[config.mk]
export PLATFORM = sky130hd
export DESIGN_NAME = sram_controller
export DESIGN_NICKNAME = d
export VERILOG_FILES = /design/src/rtl/sram_controller.sv
export SDC_FILE = /design/constraint.sdc
export NUM_CORES = 1
export LEC_CHECK = 0
export BUFFER_PORTS_ARGS = -buffer_cell sky130_fd_sc_hd__buf_4
export CAP_MARGIN = 5
export CELL_PAD_IN_SITES_DETAIL_PLACEMENT = 0
export CELL_PAD_IN_SITES_GLOBAL_PLACEMENT = 1
export CORE_ASPECT_RATIO = 2
export CORE_MARGIN = 3
export CORE_UTILIZATION = 25
export CTS_CLUSTER_DIAMETER = 200
export CTS_CLUSTER_SIZE = 12
export DETAILED_ROUTE_END_ITERATION = 12
export MAX_ROUTING_LAYER = met4
export PLACE_DENSITY_LB_ADDON = 0.15
export SYNTH_ARGS = -nofsm -noshare
export SYNTH_HDL_FRONTEND = slang
export SYNTH_SLANG_ARGS = --single-unit
[constraint.sdc]
create_clock -name clk -period 1.84 [get_ports clk]
set_input_delay 0 -clock clk [delete_from_list [all_inputs] [get_ports clk]]
set_output_delay 0 -clock clk [all_outputs]
set_load 0.02 [all_outputs]
[src/rtl/sram_controller.sv]
// sram_controller: splits one 32-bit big-endian word access from the MEM stage
// into two sequential 16-bit SRAM accesses (high half first, then low half),
// holding ready low so the pipeline stalls until the access completes.
module sram_controller #(
  parameter logic [31:0] BASE_ADDR   = 32'd1024,
  parameter int unsigned WAIT_CYCLES = 1,
  parameter int unsigned SRAM_AW     = 18
) (
  input  logic               clk,
  input  logic               rst,
  input  logic               mem_read,
  input  logic               mem_write,
  input  logic [31:0]        addr,
  input  logic [31:0]        write_data,
  output logic [31:0]        read_data,
  output logic               ready,
  output logic [SRAM_AW-1:0] sram_addr,
  output logic [15:0]        sram_dq_out,
  input  logic [15:0]        sram_dq_in,
  output logic               sram_dq_oe,
  output logic               sram_we_n
);

  localparam int unsigned CNT_W = (WAIT_CYCLES > 0) ? $clog2(WAIT_CYCLES + 1) : 1;

  typedef enum logic [2:0] {
    IDLE  = 3'd0,
    WR_HI = 3'd1,
    WR_LO = 3'd2,
    RD_HI = 3'd3,
    RD_LO = 3'd4,
    DONE  = 3'd5
  } state_e;

  state_e             state_q, state_d;
  logic [CNT_W-1:0]   cnt_q, cnt_d;
  logic [31:0]        read_data_q, read_data_d;
  logic [SRAM_AW-1:0] sram_addr_q, sram_addr_d;
  logic [15:0]        dq_out_q, dq_out_d;
  logic               oe_q, oe_d;
  logic               we_n_q, we_n_d;

  logic [31:0]        offset;
  logic [SRAM_AW-1:0] hi_addr;
  logic [SRAM_AW-1:0] lo_addr;
  logic               phase_end;
  logic               unused_offset_bits;

  // Halfword addresses; bits above the SRAM width drop out so accesses wrap.
  assign offset             = addr - BASE_ADDR;
  assign hi_addr            = {offset[SRAM_AW:2], 1'b0};
  assign lo_addr            = {offset[SRAM_AW:2], 1'b1};
  assign unused_offset_bits = ^{offset[31:SRAM_AW+1], offset[1:0]};

  // Stall signal for the hazard unit; high when idle with no request or finishing.
  assign ready = ((state_q == IDLE) && !mem_read && !mem_write) || (state_q == DONE);

  assign read_data   = read_data_q;
  assign sram_addr   = sram_addr_q;
  assign sram_dq_out = dq_out_q;
  assign sram_dq_oe  = oe_q;
  assign sram_we_n   = we_n_q;

  // Next-state, phase counter, read capture and SRAM pin values for the next state.
  always_comb begin
    state_d     = state_q;
    cnt_d       = cnt_q;
    read_data_d = read_data_q;
    sram_addr_d = sram_addr_q;
    dq_out_d    = dq_out_q;
    oe_d        = 1'b0;
    we_n_d      = 1'b1;
    phase_end   = (cnt_q == CNT_W'(WAIT_CYCLES));

    case (state_q)
      IDLE: begin
        if (mem_write) begin
          state_d = WR_HI;
        end else if (mem_read) begin
          state_d = RD_HI;
        end
      end
      WR_HI: if (phase_end) state_d = WR_LO;
      WR_LO: if (phase_end) state_d = DONE;
      RD_HI: begin
        if (phase_end) begin
          state_d             = RD_LO;
          read_data_d[31:16]  = sram_dq_in;
        end
      end
      RD_LO: begin
        if (phase_end) begin
          state_d            = DONE;
          read_data_d[15:0]  = sram_dq_in;
        end
      end
      DONE:    state_d = IDLE;
      default: state_d = IDLE;
    endcase

    // Counter only runs inside a phase and restarts on every state change.
    if ((state_d != state_q) || (state_q == IDLE) || (state_q == DONE)) begin
      cnt_d = '0;
    end else begin
      cnt_d = cnt_q + CNT_W'(1);
    end

    // Pins are registered, so they are loaded with the values of the state being entered.
    case (state_d)
      WR_HI: begin
        sram_addr_d = hi_addr;
        dq_out_d    = write_data[31:16];
        oe_d        = 1'b1;
        we_n_d      = 1'b0;
      end
      WR_LO: begin
        sram_addr_d = lo_addr;
        dq_out_d    = write_data[15:0];
        oe_d        = 1'b1;
        we_n_d      = 1'b0;
      end
      RD_HI:   sram_addr_d = hi_addr;
      RD_LO:   sram_addr_d = lo_addr;
      default: ;
    endcase
  end

  // State and output registers with synchronous active-low reset.
  always_ff @(posedge clk) begin
    if (!rst) begin
      state_q     <= IDLE;
      cnt_q       <= '0;
      read_data_q <= '0;
      sram_addr_q <= '0;
      dq_out_q    <= '0;
      oe_q        <= 1'b0;
      we_n_q      <= 1'b1;
    end else begin
      state_q     <= state_d;
      cnt_q       <= cnt_d;
      read_data_q <= read_data_d;
      sram_addr_q <= sram_addr_d;
      dq_out_q    <= dq_out_d;
      oe_q        <= oe_d;
      we_n_q      <= we_n_d;
    end
  end

endmodule
Yosys cells after proc, flatten, opt, wreduce, memory -nomap -nowiden
Cells that the tools add are included.
{ "word_totals": {"in_bits": 84, "wordCells": 48, "regBits": 72, "out_inout_bits": 69} }
{ "classes": {"n_reduce_logical": 17, "muxes": 10, "n_bitwise": 1, "addsub": 2, "eq_ne": 10} }
{ "op_table": {"columns": ["cell", "n"], "rows": [
  ["one-hot mux 18 bit (2 select lines)", 1],
  ["one-hot mux 16 bit (2 select lines)", 1],
  ["subtractor 19 x 11 -> 19 bit, second input constant", 1],
  ["two-way mux 3 bit", 5],
  ["== test 3 x 2 -> 1 bit, second input constant", 4],
  ["one-hot mux 3 bit (4 select lines)", 1],
  ["OR reduction 2 bit", 5],
  ["== test 3 bit, second input constant", 3],
  ["== test 3 x 1 -> 1 bit, second input constant", 2],
  ["AND reduction 2 bit", 2],
  ["nonzero test 2 bit", 2],
  ["zero test 3 bit", 1],
  ["logical OR 1 bit", 3],
  ["!= test 3 bit", 1],
  ["logical AND 1 bit", 2],
  ["zero test 1 bit", 2],
  ["two-way mux 1 bit", 2],
  ["adder 1 bit, second input constant", 1],
  ["inverter 1 bit", 1]
]} }

Depth between registers and ports, before layout
{ "logic_depth": {"word_depth": 7, "ltp_mapped": 6, "depth_no_buf": 5} }

Least setup slack after synthesis
No wires, ideal clock.
{ "synth_timing": {"path_type": "reg2reg", "from": "register state_q[1]", "to": "register dq_out_q[10], in the netlist sram_dq_out[10]", "setup_ns": 0.125, "t_arrival_ns": 1.333, "required_ns": 1.715, "setup_slack_ns": 0.381, "synth_period_minus_slack_ns": 1.459, "path_buffers": 1, "stages_incl_launch_ff": 6, "path_cell_list": "dfxtp_1 or3b_4 a21o_2 buf_2 nand2_1 a31oi_1"} }
{ "synth_via": {"elab_chain_cells": 5} }
{ "synth_lines": {"columns": ["item", "line", "rtl"], "rows": [
  ["start: declaration", "35", "state_e state_q, state_d;"],
  ["start signal: assignment", "139", "state_q <= state_d;"],
  ["== test 3 bit, or another cell as far along", "75", "case (state_q)"],
  ["OR reduction 2 bit (no line) or two-way mux 3 bit (tied branches)", null, null],
  ["one-hot mux 3 bit (4 select lines) *", "75", null],
  ["== test 3 x 2 -> 1 bit or == test 3 x 1 -> 1 bit (tied branches)", "109", "case (state_d)"],
  ["one-hot mux 16 bit (2 select lines) or nonzero test 2 bit (tied branches)", null, null],
  ["end signal: assignment", "143", "dq_out_q <= dq_out_d;"],
  ["end: declaration", "39", "logic [15:0] dq_out_q, dq_out_d;"]
]} }
Every way passes the cells marked *; elsewhere a longest branch is shown, timed or not.
A chain may end at the register's enable or synchronous reset.

Worst setup path after layout
{ "layout_timing": {"from": "register state_q[2]", "to": "register sram_addr_q[16], in the netlist sram_addr[16]"} }
{ "layout_via": {"elab_chain_cells": 6} }
{ "layout_lines": {"columns": ["item", "line", "rtl"], "rows": [
  ["== test 3 bit, or another cell as far along", "75", null],
  ["OR reduction 2 bit (no line) or two-way mux 3 bit (tied branches)", null, null],
  ["one-hot mux 3 bit (4 select lines) *", "75", null],
  ["== test 3 x 1 -> 1 bit, or another cell as far along", "109", null],
  ["OR reduction 2 bit (no line)", null, null],
  ["nonzero test 2 bit (no line) *", null, null],
  ["end signal: assignment", "142", "sram_addr_q <= sram_addr_d;"],
  ["end: declaration", "38", "logic [SRAM_AW-1:0] sram_addr_q, sram_addr_d;"]
]} }
Marks and branches as above.

==> impl_results.md <==
- Max-slew headroom: 0.720
- Critical-path top delay cell: dfxtp_1
- Design Power: 4.76 mW
- Worst setup margin: 243 ps
- Core Rows: 55
- Area contributors post-synth: dfxtp_1 49%, nand2_1 13%, a21oi_1 7.8%, a31oi_1 3.4%, o21ai_1 3.0%
- Area growth syn-to-layout: 71.9%
- WL/cell: 13.7 µm
- Tcrit/Tclk final: 0.868
- Die W: 82.9 µm
- Worst setup EP type: register
- Num CTS Buffers: 9
- Pre-CTS setup slack: 207 ps
- Max VDD drop: 0.465 mV
- Slew of the pin with the lowest slew margin: 418 ps
- Pins over their slew limit: 0
- ANT cells: 0
- Ratio of cells with drive above 1 in the final layout: 0.314
- Inst Count DP: 634
- Crit-path max cell delay: 430 ps
- Worst skew pair latency: 330 ps
- Vias: 3,249
- CP bufs+invs: 1
- TritonRoute pass-1 iters: 4
- Finish-stage setup viols: 0
- First-pass GRT wire length: 16,200 µm
- Worst Setup Start Kind: register
- RSZ-0062 raised after global routing: false
- Die Y: 160 µm
- GRT Residual Overflow: 0
- Worst-path clk slew: 60 ps
- # DRC: 0
- CP arrival: 1810 ps
- Postcts setup bufs: 0
- Hold Crit Class: input port to register
- CTS tree: done
- Hold Fails Final Rpt: 0
- Pleak: 2.14 nW
- All-Layer GR Usage: 0.154
- Worst-path fanout max: 17
- Worst path cell trace: buf_4 > nor2b_2 > o21a_2 > o31ai_1 > a21oi_1
- Clk root buf: clkbuf_16
- IO buf count: 137
- Dpl hpwl: 7050 µm
- Die ar.: 13,200 µm²
- CP delay by family, top: compound AO/OA/AOI/OAI gates
- DR iter-0 viols: 52
- Mapped Nets: 450
- Yosys warnings: 0
- Final setup TNS: 0 ps
- Top_reg_cell synth: dfxtp_1
- Pwr/cell area: 936 nW/µm²
- Top-area cell type share of the netlist area: 0.488
- Synthesized flop and latch total: 72
- WS Path Type: register to register
- Syn Inst Count: 365
- CTS H-Tree Depth: 3
- Period minus WS final: 1600 ps
- Core area: 11,400 µm²
- Largest net degree at the start of global routing: 34
- R2r setup slk: 240 ps
- Gpl congestion: 0.727
- Antenna violations before repair: 0
- Antenna Nets Post-Route: 0
- Req. time, crit path: 2050 ps
- Clock Skews: 6.12 ps
- Number of enable flip-flop cells after synthesis: 0
- Asr flop ratio synth: 0
- Cell Count, Final, Fillers Out: 712
- Status: complete, no violations
- Dpl cell area: 4150 µm²
- Post-Syn Area per Cell: 8.10 µm²
- # fillers: 1,163
- Longest Clk Path Bufs: 2
- Max-Cap Viols: 0
- Netlist cell types: 42
- # IOs: 153
- Area leader, netlist: dfxtp_1
- Post-layout net count: 650
- Sink Count: 72
- Vias in the first global route: 3,348
- Mapped Area: 2960 µm²
- Register area share after synthesis: 0.488
- Max frequency: 0.626 GHz
- Routed WL: 9740 µm
- Initial Util: 0.259
- Final Instance Area: 5080 µm²
- Vias/cell: 4.56
-- repair_timing --
item                                    CTS  global route
hold endpoints to repair                 62             0
resized for setup                         0             1
hold buffers                             62             0
endpoints found under the setup margin    0             1
-- cells by family (layout without fill, tap and decap cells) --
family	after synthesis	in the layout	share of synthesized area
buffers and inverters	31	236	0.0529
and+or+nand+nor	146	146	0.213
xor gates and xnor gates	8	8	0.0237
DFF	72	72	0.488
adders and majority gates	1	1	0.00423
AOI/OAI and AO/OA	107	107	0.218
-- cell usage in the layout, fill, tap and decap left out, types with 10 or more instances in the layout --
| cell type | instances |
|---|---|
| nand3_1 | 10 |
| dlygate4sd3_1 | 62 |
| a21oi_1 | 46 |
| buf_4 | 151 |
| a31oi_1 | 16 |
| nor3_1 | 11 |
| nor2_1 | 10 |
| dfxtp_1 | 71 |
| nand2_1 | 102 |
| o21ai_1 | 18 |
-- final cells by class --
type	instances	area [µm²]	area share
tap	142	178	0.0349
sequential	72	1440	0.284
multi-input combinational	262	1360	0.267
inverter	6	22.5	0.00443
timing repair buffer	214	1770	0.349
clock buffer	11	253	0.0497
clock inverter	5	55.1	0.0108
-- where the power goes --
group | switching (mW) | internal, mW | total (mW)
combinational | 0.634 | 0.564 | 1.20
sequential | 0.0894 | 1.71 | 1.80
clock | 0.647 | 1.12 | 1.76
total | 1.37 | 3.39 | 4.76
-- flip-flops by register name, summed over array words and instances (netlist names) --
| register | flops |
|---|---|
| sram_addr | 18 |
| cnt_q | 1 |
| state_q | 3 |
| read_data | 32 |
| sram_dq_oe | 1 |
| sram_we_n | 1 |
| sram_dq_out | 16 |
-- metrics by stage --
| step | hold WS [ps] | utilization |
|---|---|---|
| after floorplan | 99.6 | - |
| final | 9.18 | 0.445 |
| after global routing | 17.3 | 0.445 |
| after detailed placement | 228 | 0.364 |
| after CTS | 0.130 | 0.445 |
| after global placement | 224 | 0.364 |
-- final timing paths --
kind                 startpoint  depth (start not counted)             to
hold / removal         addr[12]                          3  sram_addr[11]
setup / recovery     state_q[2]                          5  sram_addr[16]
hold reg to reg   read_data[29]                          2  read_data[29]
setup reg to reg     state_q[2]                          5  sram_addr[16]
-- cell usage after synthesis (all sizes together) (4+ instances only) --
master / n
o21ai: 26
a211oi: 6
buf: 16
xor2: 4
o31ai: 4
nand3: 10
nand2: 103
xnor2: 4
dfxtp: 72
nor2: 10
nor3: 11
clkbuf: 9
inv: 5
a31oi: 16
a21oi: 48
-- worst min-delay path, cell delays in order --
cell and delay (ps):
buf_4 110, xnor2_1 110, a211oi_1 60
-- metal layers --
metal	share of wire	track usage
met1	0.37	0.148
met2	0.56	0.285
met3	0.050	0.0418
met4	0.020	0.0610
met5	0	-
No activity file was read; power rests on OpenSTA's default activity.
